**src/rtl/des_key_sched.sv**
```systemverilog
// DES key-schedule generator.
// Loads a 64-bit key through PC-1, then steps the C/D halves through the
// sixteen rotations and presents PC-2 round keys one per handshake, either
// K1..K16 (encrypt) or K16..K1 (decrypt).
module des_key_sched (
    input  logic        clk,
    input  logic        rst_n,
    input  logic        start,
    input  logic        decrypt,
    input  logic [63:0] key,
    input  logic        abort,
    input  logic        rk_ready,
    output logic        rk_valid,
    output logic [47:0] round_key,
    output logic [3:0]  round_idx,
    output logic        busy,
    output logic        done
);

    // PC-1: FIPS 46-3 key bit numbers (1 = key[63]) feeding C1..C28, D1..D28.
    localparam int PC1 [56] = '{
        57, 49, 41, 33, 25, 17,  9,
         1, 58, 50, 42, 34, 26, 18,
        10,  2, 59, 51, 43, 35, 27,
        19, 11,  3, 60, 52, 44, 36,
        63, 55, 47, 39, 31, 23, 15,
         7, 62, 54, 46, 38, 30, 22,
        14,  6, 61, 53, 45, 37, 29,
        21, 13,  5, 28, 20, 12,  4
    };

    // PC-2: C/D bit numbers (1 = C1, 29 = D1) feeding round-key bits 1..48.
    localparam int PC2 [48] = '{
        14, 17, 11, 24,  1,  5,
         3, 28, 15,  6, 21, 10,
        23, 19, 12,  4, 26,  8,
        16,  7, 27, 20, 13,  2,
        41, 52, 31, 37, 47, 55,
        30, 40, 51, 45, 33, 48,
        44, 49, 39, 56, 34, 53,
        46, 42, 50, 36, 29, 32
    };

    typedef enum logic {
        IDLE = 1'b0,
        RUN  = 1'b1
    } state_t;

    state_t      state;
    state_t      next_state;
    logic [27:0] c;
    logic [27:0] d;
    logic        dec;
    logic [55:0] cd0;
    logic        xfer;
    logic        last;
    logic        accept;

    // The packed halves keep DES bit 1 in the MSB, so C = cd[55:28], D = cd[27:0].
    function automatic logic [55:0] pc1(input logic [63:0] k);
        logic [55:0] r;
        logic [5:0]  src;
        logic [5:0]  dst;
        r = '0;
        for (int i = 0; i < 56; i++) begin
            src    = 6'(64 - PC1[i]);
            dst    = 6'(55 - i);
            r[dst] = k[src];
        end
        return r;
    endfunction

    function automatic logic [47:0] pc2(input logic [55:0] cd);
        logic [47:0] r;
        logic [5:0]  src;
        logic [5:0]  dst;
        r = '0;
        for (int j = 0; j < 48; j++) begin
            src    = 6'(56 - PC2[j]);
            dst    = 6'(47 - j);
            r[dst] = cd[src];
        end
        return r;
    endfunction

    // Rotation amount for rounds 1..16; out-of-range rounds only occur on the
    // final transfer, where C/D are cleared instead of rotated.
    function automatic logic [1:0] shift_amt(input logic [4:0] rnd);
        return (rnd == 5'd1 || rnd == 5'd2 || rnd == 5'd9 || rnd == 5'd16) ? 2'd1 : 2'd2;
    endfunction

    function automatic logic [27:0] rol28(input logic [27:0] x, input logic [1:0] amt);
        return (amt == 2'd2) ? {x[25:0], x[27:26]} : {x[26:0], x[27]};
    endfunction

    function automatic logic [27:0] ror28(input logic [27:0] x, input logic [1:0] amt);
        return (amt == 2'd2) ? {x[1:0], x[27:2]} : {x[0], x[27:1]};
    endfunction

    assign cd0       = pc1(key);
    assign round_key = pc2({c, d});
    assign accept    = (state == IDLE) && start && !abort;
    assign xfer      = rk_valid && rk_ready;
    assign last      = xfer && (round_idx == 4'd15);

    // State register.
    always_ff @(posedge clk or negedge rst_n) begin
        if (!rst_n) begin
            state <= IDLE;
        end else begin
            state <= next_state;
        end
    end

    // Next-state logic: abort and the final transfer both return to IDLE.
    always_comb begin
        next_state = state;
        case (state)
            IDLE: if (accept) next_state = RUN;
            RUN:  if (abort || last) next_state = IDLE;
            default: next_state = IDLE;
        endcase
    end

    // Handshake outputs follow the state register only, never rk_ready.
    always_comb begin
        rk_valid = (state == RUN);
        busy     = (state == RUN);
    end

    // C/D halves, delivery index, latched direction and done pulse.
    always_ff @(posedge clk or negedge rst_n) begin
        if (!rst_n) begin
            c         <= '0;
            d         <= '0;
            dec       <= 1'b0;
            round_idx <= '0;
            done      <= 1'b0;
        end else begin
            done <= 1'b0;
            if (state == IDLE) begin
                if (accept) begin
                    // Encrypt starts at C1/D1; decrypt starts at C16/D16 == C0/D0.
                    c         <= decrypt ? cd0[55:28] : rol28(cd0[55:28], 2'd1);
                    d         <= decrypt ? cd0[27:0]  : rol28(cd0[27:0], 2'd1);
                    dec       <= decrypt;
                    round_idx <= '0;
                end
            end else if (abort) begin
                c         <= '0;
                d         <= '0;
                round_idx <= '0;
            end else if (xfer) begin
                if (round_idx == 4'd15) begin
                    c         <= '0;
                    d         <= '0;
                    round_idx <= '0;
                    done      <= 1'b1;
                end else begin
                    round_idx <= round_idx + 4'd1;
                    if (dec) begin
                        c <= ror28(c, shift_amt(5'd16 - {1'b0, round_idx}));
                        d <= ror28(d, shift_amt(5'd16 - {1'b0, round_idx}));
                    end else begin
                        c <= rol28(c, shift_amt({1'b0, round_idx} + 5'd2));
                        d <= rol28(d, shift_amt({1'b0, round_idx} + 5'd2));
                    end
                end
            end
        end
    end

endmodule

```
**config.mk**
```make
export PLATFORM = sky130hd
export DESIGN_NAME = des_key_sched
export DESIGN_NICKNAME = d
export VERILOG_FILES = /design/src/rtl/des_key_sched.sv
export SDC_FILE = /design/constraint.sdc
export NUM_CORES = 1
export LEC_CHECK = 0
export ABC_AREA = 1
export ABC_CLOCK_PERIOD_IN_PS = 3250
export BUFFER_PORTS_ARGS = -buffer_cell sky130_fd_sc_hd__buf_2
export CAP_MARGIN = 0
export CORE_AREA = 4 4 156 158
export DETAILED_ROUTE_END_ITERATION = 8
export DIE_AREA = 0 0 160 162
export PLACE_DENSITY = 0.47
export SYNTH_ARGS = -nofsm -noshare
export SYNTH_HDL_FRONTEND = slang
export SYNTH_SLANG_ARGS = --single-unit
```
**constraint.sdc**
```tcl
create_clock -name clk -period 3.25 [get_ports clk]
set_input_delay 0.4875 -clock clk [delete_from_list [all_inputs] [get_ports clk]]
set_output_delay 0.4875 -clock clk [all_outputs]
set_load 0.01 [all_outputs]
```
==> results of run 1 <==
[sequential cells by signal, indices dropped and copies added (netlist names)]
signal,cells
done,1
busy,1
c,28
d,28
round_idx,4
dec,1
[placed cells by master (no fill, tap or decap)]
cell type,n
inv_1,63
inv_2,3
nand4_1,56
o21ai_0,62
clkinv_2,2
nand2_4,1
buf_12,4
nand3b_1,1
buf_2,116
clkbuf_1,1
nand2_2,4
buf_4,15
dfrtp_2,1
ha_1,7
dfrtp_1,62
nor2_1,340
clkbuf_8,1
clkbuf_16,9
nor2_4,1
xor2_1,1
a21oi_1,74
nand2_1,183
nand3_2,2
clkinv_1,1
a21oi_2,40
nand3_1,120
[power by group through the flow]
| stage | Sequential [mW] | Clock [mW] | Combinational [mW] |
|---|---|---|---|
| finish | 1.68 | 0.894 | 3.95 |
| global route | 1.75 | 0.953 | 4.53 |
| CTS | 1.68 | 0.923 | 3.99 |
| detailed placement | 1.69 | 0 | 3.97 |
| global placement | 1.69 | 0 | 3.92 |
| floorplan | 1.48 | 0 | 3.38 |
[final cells by class]
| cell class | count | area [um2] | area share |
|---|---|---|---|
| Clock buffer | 11 | 243 | 0.0331 |
| Clock inverter | 2 | 10.0 | 0.00136 |
| Inverter | 67 | 251 | 0.0343 |
| Multi-Input combinational cell | 892 | 4120 | 0.561 |
| Sequential cell | 63 | 1580 | 0.215 |
| Tap cell | 290 | 363 | 0.0495 |
| Timing Repair Buffer | 135 | 773 | 0.105 |
[path summary, 6_finish.rpt]
kind	start	endpoint	slack, ns
hold reg to reg	d[2]$_DFFE_PN0P_	d[2]$_DFFE_PN0P_	0.61
min in group clk	rk_ready	done$_DFF_PN0_	0.41
setup reg to reg	round_idx[0]$_DFFE_PN0P_	c[5]$_DFFE_PN0P_	0.83
setup / recovery	round_idx[0]$_DFFE_PN0P_	c[5]$_DFFE_PN0P_	0.83
max in group asynchronous	rst_n	c[15]$_DFFE_PN0P_	2.12
hold / removal	rst_n	done$_DFF_PN0_	0.29
[per-layer routing]
| metal | part of all wire | GRT usage |
|---|---|---|
| met5 | 0 | 0 |
| met4 | 0.012 | 0.0489 |
| met3 | 0.059 | 0.0343 |
| met2 | 0.45 | 0.283 |
| met1 | 0.48 | 0.249 |
[logic make-up (layout without fill, tap and decap cells)]
family / count (synthesis) / after routing
AND/OR/NAND/NOR: 708 / 708
buffers and inverters: 212 / 215
AO/OA/AOI/OAI: 176 / 176
flip-flops: 63 / 63
adder cells (fa/ha/maj): 7 / 7
XOR/XNOR: 1 / 1
[metrics by stage]
step	setup slack [ns]	hold WS [ns]
final	0.831	0.290
after global placement	0.871	0.593
after CTS	0.830	0.303
after detailed placement	0.861	0.597
after global routing	0.576	0.350
after floorplan	1.37	0.192
==> results_dict.tcl, run 1 <==
set metrics [dict create \
    min_period_ns 2.42 \
    cp-start-kind "register" \
    yosys.area_share.simple 0.437 \
    crit_chain "inv_1 > ha_1 > inv_1 > nand2_1 > nand2_1 > nand2_4 > buf_4 > nand3_1 > nand2_1 > nor2_1 > nor2_1 > nand2_1 > a21oi_1" \
    fin_crit_sh 0.744 \
    drc 0 \
    hold_buffers 0 \
    final_cells 1460 \
    clk-insertion-delay-late_ns 0.34 \
    dp_cells 1447 \
    vdd_drop_max_uv 557 \
    fin_area_um2 7330 \
    yosysMostFrequentCell "nor2_1" \
    path_common_cell "nand2_1" \
    netlist_area_um2 6790 \
    antenna_found_initial 0 \
    grt_max_degree 93 \
    dieArea_um2 25900 \
    worst-path-stages 13 \
    layout-drive-gt1-share 0.170 \
    hold_class "in -> async" \
    gp_congestion 0.771 \
    floorplan.initialDensity 0.294 \
    slew_headroom 0.321 \
    die_w_um 160 \
    viasPerCell 5.02 \
    finalHoldViolCount 0 \
    totalPowerFinal_mw 6.52 \
    initialDrtViolationCount 561 \
    critPathSlowestCell "dfrtp_1" \
    end_kind "register" \
    first_pass_iters 5 \
    r2r_cells 13 \
    synth_compound_area_frac 0.152 \
    vias 7334 \
    worstMarginPinSlew_ns 1.02 \
    core-area_um2 23100 \
    ys_async_sr_fraction 1.00 \
    syn-num-nets 1244 \
    synthToLayoutAreaGrowth_pct 8.08 \
    intPower_mw 3.03 \
    gr-total-overflow 0 \
    netlist.area_leader.share 0.232 \
    power_frac_seq 0.257 \
    p_leak_nw 3.66 \
    cts_tree "built" \
    final.setup.tns_ns 0 \
    crit_buf_inv 3 \
    diodes 0 \
    synth_cell_types 21 \
    postCtsSetupRepairBufs 0 \
    place_hpwl_mm 14.1 \
    grt_pass1_vias 6786 \
    outcome "finished clean" \
    synth_ff_type "dfrtp_1" \
    h-tree-depth 3 \
    required_ns 3.52 \
    setup_viol 0 \
    synth_warnings 0 \
    muxShareOfSynthArea 0 \
    path_clk_slew_ns 0.06 \
    worst-setup-path-type "reg -> reg" \
    synthTopCellsByCount "nor2_1, nand2_1, nand3_1, a21oi_1, inv_1" \
    max_freq_mhz 413 \
    fp-row-count 56 \
    cp.arrival_ns 2.69 \
    cts_root_buf "clkbuf_16" \
    ant_nets 0 \
    cts_resized 0 \
    nets 1245 \
    fin_worst_skew_ns 0.00909 \
    crit_family "simple AND/OR/NAND/NOR gates" \
    final_util 0.317 \
    syn_inst 1167 \
    fillers 2672 \
    synth-seq-cells 63 \
    grt_pass1_wl_mm 38.2 \
    yosysTopAreaCell "dfrtp_1" \
    io_pins 125 \
    portBuffers 116 \
    switching_share 0.536 \
    pwr-share-clk 0.137 \
    die_y_um 162 \
    wl_per_cell_um 16.0 \
    totalWireLength_mm 23.4 \
    rsz0062_at_grt "false" \
    finalMaxSlewViolations 0 \
    pwr-share-comb 0.606 \
    max-clock-path-buffers 2 \
    synth_fa_ha_area_frac 0.0129 \
    cts_made_buffers 9 \
    synthXorXnorAreaFrac 0.00129 \
    placed_cell_area_um2 7080 \
    grt_util_all_layers 0.178 \
    p_sw_mw 3.49 \
    cp_slowest_stage_delay_ns 0.43 \
    avgSynthCellArea_um2 5.82 \
    cap_violations 0 \
    cts.sinks 63 \
    synth_area_leaders "dfrtp_1, nor2_1, nand2_1" \
    cp_max_fo 34 \
    yosysSeqAreaShare 0.232 \
    synth_top_family_by_area "simple AND/OR/NAND/NOR gates" \
    synth-edff-count 0 \
    powerDensity_nw_per_um2 889 \
]
(Power assumes the default switching activity.)
==> run 2: changes to the inputs <==
==> config.mk (replaced) <==
export PLATFORM = sky130hd
export DESIGN_NAME = des_key_sched
export DESIGN_NICKNAME = d
export VERILOG_FILES = /design/src/rtl/des_key_sched.sv
export SDC_FILE = /design/constraint.sdc
export NUM_CORES = 1
export LEC_CHECK = 0
export ABC_AREA = 0
export ABC_CLOCK_PERIOD_IN_PS = 2200
export BUFFER_PORTS_ARGS = -buffer_cell sky130_fd_sc_hd__buf_2
export CAP_MARGIN = 0
export CORE_AREA = 4 4 143 145
export DETAILED_ROUTE_END_ITERATION = 8
export DIE_AREA = 0 0 147 149
export PLACE_DENSITY = 0.49
export SYNTH_ARGS = -nofsm -noshare
export SYNTH_HDL_FRONTEND = slang
export SYNTH_SLANG_ARGS = --single-unit
==> constraint.sdc (replaced) <==
create_clock -name clk -period 2.2 [get_ports clk]
set_input_delay 0.33 -clock clk [delete_from_list [all_inputs] [get_ports clk]]
set_output_delay 0.33 -clock clk [all_outputs]
set_load 0.01 [all_outputs]
==> run 2 against run 1 <==
Against the previous run:
- worst setup slack worse by 0.77 ns
- first-iteration DRC count decreased by 27%
- critical path depth is 5 lower
- design area fell by 9.2%
- fmax grew 13%
- largest power group unchanged
- highest routed layer unchanged
==> results_dict.tcl, run 2 <==
set metrics [dict create \
    required_ns 2.41 \
    place_hpwl_mm 12.2 \
    grt_util_all_layers 0.168 \
    worst-setup-path-type "reg -> reg" \
    cp_max_fo 14 \
    cp-start-kind "register" \
    fp-row-count 51 \
    grt_max_degree 77 \
    synth-seq-cells 63 \
    ys_async_sr_fraction 1.00 \
    portBuffers 116 \
    totalWireLength_mm 19.4 \
    synth-edff-count 0 \
    synth_top_family_by_area "compound AO/OA/AOI/OAI gates" \
    postCtsSetupRepairBufs 0 \
    die_w_um 147 \
    floorplan.initialDensity 0.295 \
    cap_violations 0 \
    muxShareOfSynthArea 0.101 \
    vdd_drop_max_uv 463 \
    synth_ff_type "dfrtp_1" \
    first_pass_iters 4 \
    fin_worst_skew_ns 0.00824 \
    finalHoldViolCount 0 \
    nets 802 \
    avgSynthCellArea_um2 8.21 \
    cp.arrival_ns 2.35 \
    gp_congestion 0.770 \
    gr-total-overflow 0 \
    netlist_area_um2 5670 \
    rrSetupSlack_ns 0.06 \
    syn_inst 691 \
    worstMarginPinSlew_ns 0.685 \
    powerDensity_nw_per_um2 787 \
    rsz0062_at_grt "true" \
    diodes 0 \
    dieArea_um2 21900 \
    antenna_found_initial 0 \
    final.setup.tns_ns 0 \
    yosys.area_share.simple 0.0715 \
    whs_path_depth 2 \
    max-clock-path-buffers 2 \
    clk-insertion-delay-late_ns 0.34 \
    yosysTopAreaCell "dfrtp_1" \
    hold_path_end "busy$_DFF_PN0_" \
    cts_root_buf "clkbuf_16" \
    synthToLayoutAreaGrowth_pct 17.4 \
    synth_compound_area_frac 0.359 \
    layout-drive-gt1-share 0.251 \
    final_cells 995 \
    yosysSeqAreaShare 0.278 \
    r2r_cells 8 \
    yosysMostFrequentCell "a211oi_1" \
    r2r-end "d[13]$_DFFE_PN0P_" \
    layout_common_cells "buf_2, a211oi_1, dfrtp_1" \
    ant_nets 0 \
    initialDrtViolationCount 408 \
    synth_area_leaders "dfrtp_1, a211oi_1, mux2i_1" \
    outcome "finished clean" \
    io_pins 125 \
    vias 5459 \
    synth_fa_ha_area_frac 0.0154 \
    layout_commonest_cell "buf_2" \
    top_regs "c x28, d x28, round_idx x4" \
    wl_per_cell_um 19.5 \
    synth_cell_types 37 \
    min_period_ns 2.14 \
    synthTopCellsByCount "a211oi_1, dfrtp_1, inv_1, a21oi_1, nor3_1" \
    syn-num-nets 768 \
    core-area_um2 19200 \
    grt_pass1_vias 5324 \
    fillers 2062 \
    setup_viol 0 \
    cts_tree "built" \
    fin_crit_sh 0.971 \
    cts.sinks 63 \
    h-tree-depth 3 \
    viasPerCell 5.49 \
    die_y_um 149 \
    slew_headroom 0.544 \
    drc 0 \
    end_kind "register" \
    finalMaxSlewViolations 0 \
    netlist.area_leader.share 0.278 \
    grt_pass1_wl_mm 30.0 \
    r2r_start "round_idx[1]$_DFFE_PN0P_" \
    path_clk_slew_ns 0.06 \
    synth_warnings 0 \
    dp_cells 975 \
    hp-start "abort" \
    cts_made_buffers 9 \
    synthXorXnorAreaFrac 0.00154 \
    p_leak_nw 2.75 \
    hold_class "in -> reg" \
    max_freq_mhz 468 \
]
-- run 2: cell count changes after synthesis, moves of 48 or more --
cell and delta:
o21ai_1 +48, a211oi_1 +112, nand4_1 -55, nor2_1 -336, mux2i_1 +56, nand3_1 -120
o221ai_1 +56, nor3_1 +57, nand2_1 -180, o21ai_0 -51
-- run 2: logic make-up after synthesis --
logic type                 count (synthesis)
AOI/OAI and AO/OA                        298
and+or+nand+nor                           80
DFF                                       63
xor gates and xnor gates                   1
buffers and inverters                    185
adders and majority gates                  7
muxes                                     57
-- run 2: power breakdown --
group          internal [mW]  switching [mW]
registers               1.37           0.402
clock network          0.903           0.543
logic                  0.781            1.24
-- run 2: through the flow --
| step | worst slack [ns] | total power, mW | util | hold WS, ns | instance area, um2 |
|---|---|---|---|---|---|
| after CTS | 0.00627 | 5.20 | 0.340 | 0.169 | 6520 |
| after global routing | -0.0227 | 5.57 | 0.347 | 0.200 | 6660 |
| after detailed placement | 0.0239 | 3.72 | 0.324 | 0.303 | 6220 |
| after floorplan | 0.117 | 3.18 | - | 0.0344 | 5670 |
| final | 0.0630 | 5.24 | 0.347 | 0.185 | 6660 |
| after global placement | 0.0467 | 3.71 | 0.324 | 0.294 | 6220 |
-- run 2: final cells by class --
cell class                      instances  area [um2]  share of cell area
Clock buffer                           12         246              0.0370
Clock inverter                          4        45.0             0.00677
Inverter                               61         229              0.0344
Multi-Input combinational cell        443        3220               0.483
Sequential cell                        63        1580               0.237
Tap cell                              265         332              0.0498
Timing Repair Buffer                  147        1010               0.152
-- run 2: worst max-delay path by stage --
stage	slack [ns]	startpoint	cells after the start	to
finish	0.06	round_idx[1]$_DFFE_PN0P_	8	d[13]$_DFFE_PN0P_
global route	-0.02	round_idx[1]$_DFFE_PN0P_	8	d[20]$_DFFE_PN0P_
CTS	0.006	round_idx[1]$_DFFE_PN0P_	8	d[25]$_DFFE_PN0P_
detailed placement	0.02	round_idx[1]$_DFFE_PN0P_	8	d[25]$_DFFE_PN0P_
global placement	0.05	round_idx[1]$_DFFE_PN0P_	8	d[22]$_DFFE_PN0P_
floorplan	0.12	round_idx[0]$_DFFE_PN0P_	9	c[12]$_DFFE_PN0P_
-- run 2: metal layers --
metal  vias to the layer above  wire length, um  track usage
li1                       2667                -            -
met1                      2625             9450        0.239
met2                       141             8750        0.258
met3                        26              716       0.0243
met4                         0              469       0.0634
met5                         -                0            0
-- run 2: repair_timing --
action	in CTS	in global routing
resized for setup	0	19
hold endpoints to repair	14	0
endpoints found under the setup margin	0	56
hold buffers	1	0
-- run 2: critical path: stages, from the launching register on --
cell and delay (ns):
dfrtp_1 0.39, buf_4 0.16, ha_2 0.20, nand2b_1 0.11
a21oi_1 0.09, o41a_4 0.54, clkbuf_16 0.22, o221ai_1 0.20
o21ai_0 0.11
==> run 3: changes to the inputs <==
--- a/config.mk
+++ b/config.mk
@@ -13,6 +13,7 @@
 export DETAILED_ROUTE_END_ITERATION = 8
 export DIE_AREA = 0 0 147 149
 export PLACE_DENSITY = 0.49
+export REMOVE_ABC_BUFFERS = 1
 export SYNTH_ARGS = -nofsm -noshare
 export SYNTH_HDL_FRONTEND = slang
 export SYNTH_SLANG_ARGS = --single-unit
==> run 3 against run 2 <==
Against the previous run:
- power is 13% higher
- combinational power is 20% higher
- utilization increased by 3.3 points
- register-to-register slack worse by 0.02 ns
- worst hold slack got worse by 0.0039 ns
- worst setup slack worse by 0.017 ns
- cell count up 1.8%
- clock skew is 0.0018 ns lower
- global-route usage shrank 0.098 points
- flip-flop and latch count unchanged
- critical path type unchanged
==> results_dict.tcl, run 3 (same netlist as run 2, synthesis figures left out) <==
set metrics [dict create \
    outcome "finished clean" \
    slew_headroom 0.414 \
    critPathSlowestCell "o41a_4" \
    cap_violations 0 \
    grt_util_all_layers 0.167 \
    finalHoldViolCount 0 \
    antenna_found_initial 0 \
    hold_path_end "busy$_DFF_PN0_" \
    setup_viol 0 \
    fp-row-count 51 \
    clk-insertion-delay-late_ns 0.34 \
    layout_commonest_cell "buf_2" \
    grt_pass1_vias 5333 \
    dieArea_um2 21900 \
    fin_area_um2 7290 \
    die_y_um 149 \
    holdWs_ns 0.181 \
    portBuffers 116 \
    worst-setup-path-type "reg -> reg" \
    drc 0 \
    synthToLayoutAreaGrowth_pct 28.6 \
    r2r_cells 8 \
    path_common_cell "buf_6" \
    fin_crit_sh 0.979 \
    crit_buf_inv 3 \
    wl_per_cell_um 19.8 \
    initialDrtViolationCount 487 \
    grt_pass1_wl_mm 29.8 \
    cp_slowest_stage_delay_ns 0.57 \
    max_freq_mhz 464 \
    fillers 1984 \
    hp-start "abort" \
    layout-drive-gt1-share 0.349 \
    vias 5573 \
    gr-total-overflow 0 \
    vdd_drop_max_uv 392 \
    required_ns 2.42 \
    place_hpwl_mm 12.1 \
    nets 820 \
    viasPerCell 5.50 \
    rrSetupSlack_ns 0.05 \
    crit_chain "buf_6 > ha_2 > inv_1 > a21oi_1 > o41a_4 > buf_6 > o221ai_1 > o21ai_1" \
    crit_family "compound AO/OA/AOI/OAI gates" \
    h-tree-depth 3 \
    dp_cells 983 \
    totalWireLength_mm 20.1 \
    r2r-end "c[1]$_DFFE_PN0P_" \
    core-area_um2 19200 \
    cts.sinks 63 \
    worstMarginPinSlew_ns 0.879 \
    finalMaxSlewViolations 0 \
    cts_tree "built" \
    worst_slack_ns 0.0460 \
    placed_cell_area_um2 6270 \
    first_pass_iters 5 \
    cts_root_buf "clkbuf_16" \
    totalPowerFinal_mw 5.91 \
    gp_congestion 0.742 \
    end_kind "register" \
    p_leak_nw 2.95 \
    layout_common_cells "buf_2, a211oi_1, dfrtp_1" \
    die_w_um 147 \
    final_cells 1013 \
    whs_path_depth 2 \
    cp.arrival_ns 2.37 \
    max-clock-path-buffers 2 \
    rsz0062_at_grt "true" \
    cp-start-kind "register" \
    cts_made_buffers 9 \
    cp_max_fo 14 \
    io_pins 125 \
    ant_nets 0 \
    path_clk_slew_ns 0.06 \
    top_regs "c x28, d x28, round_idx x4" \
    grt_max_degree 59 \
    place_ws_ns -0.0102 \
    r2r_start "round_idx[1]$_DFFE_PN0P_" \
    diodes 0 \
    hold_class "in -> reg" \
    final_util 0.380 \
    powerDensity_nw_per_um2 811 \
    final.setup.tns_ns 0 \
    min_period_ns 2.15 \
    floorplan.initialDensity 0.295 \
    fin_worst_skew_ns 0.00642 \
]
## run 3: layout make-up
class,count,area (um2),area share
Multi-Input combinational cell,443,3540,0.486
Tap cell,265,332,0.0455
Inverter,61,229,0.0314
Timing Repair Buffer,165,1260,0.173
Clock inverter,2,60.1,0.00824
Clock buffer,14,284,0.0390
Sequential cell,63,1580,0.217
## run 3: worst max path at each step
stage | start | end | slack [ns] | depth (start not counted)
floorplan | busy$_DFF_PN0_ | d[10]$_DFFE_PN0P_ | -3.92 | 5
global placement | round_idx[1]$_DFFE_PN0P_ | d[11]$_DFFE_PN0P_ | 0.001 | 10
detailed placement | round_idx[1]$_DFFE_PN0P_ | c[17]$_DFFE_PN0P_ | -0.01 | 10
CTS | round_idx[1]$_DFFE_PN0P_ | c[23]$_DFFE_PN0P_ | -0.002 | 10
global route | round_idx[1]$_DFFE_PN0P_ | d[11]$_DFFE_PN0P_ | -0.03 | 8
finish | round_idx[1]$_DFFE_PN0P_ | c[1]$_DFFE_PN0P_ | 0.05 | 8
## run 3: power breakdown
| part | switching [mW] | internal (mW) | total (mW) |
|---|---|---|---|
| clock | 0.558 | 1.12 | 1.68 |
| sequential | 0.439 | 1.37 | 1.81 |
| combinational | 1.40 | 1.03 | 2.42 |
## run 3: what timing repair did
item / 4_1_cts / 5_1_grt
pin swaps: 1 / 12
buffers inserted: 1 / 2
endpoints found under the hold margin: 3 / 0
endpoints found under the setup margin: 14 / 56
hold buffers: 1 / 0
resized for setup: 7 / 88
cloned: 0 / 10
## run 3: routing by layer
layer  share of wire  track usage
met1            0.49        0.246
met2            0.45        0.255
met3           0.042       0.0292
met4           0.011       0.0387
met5               0            0
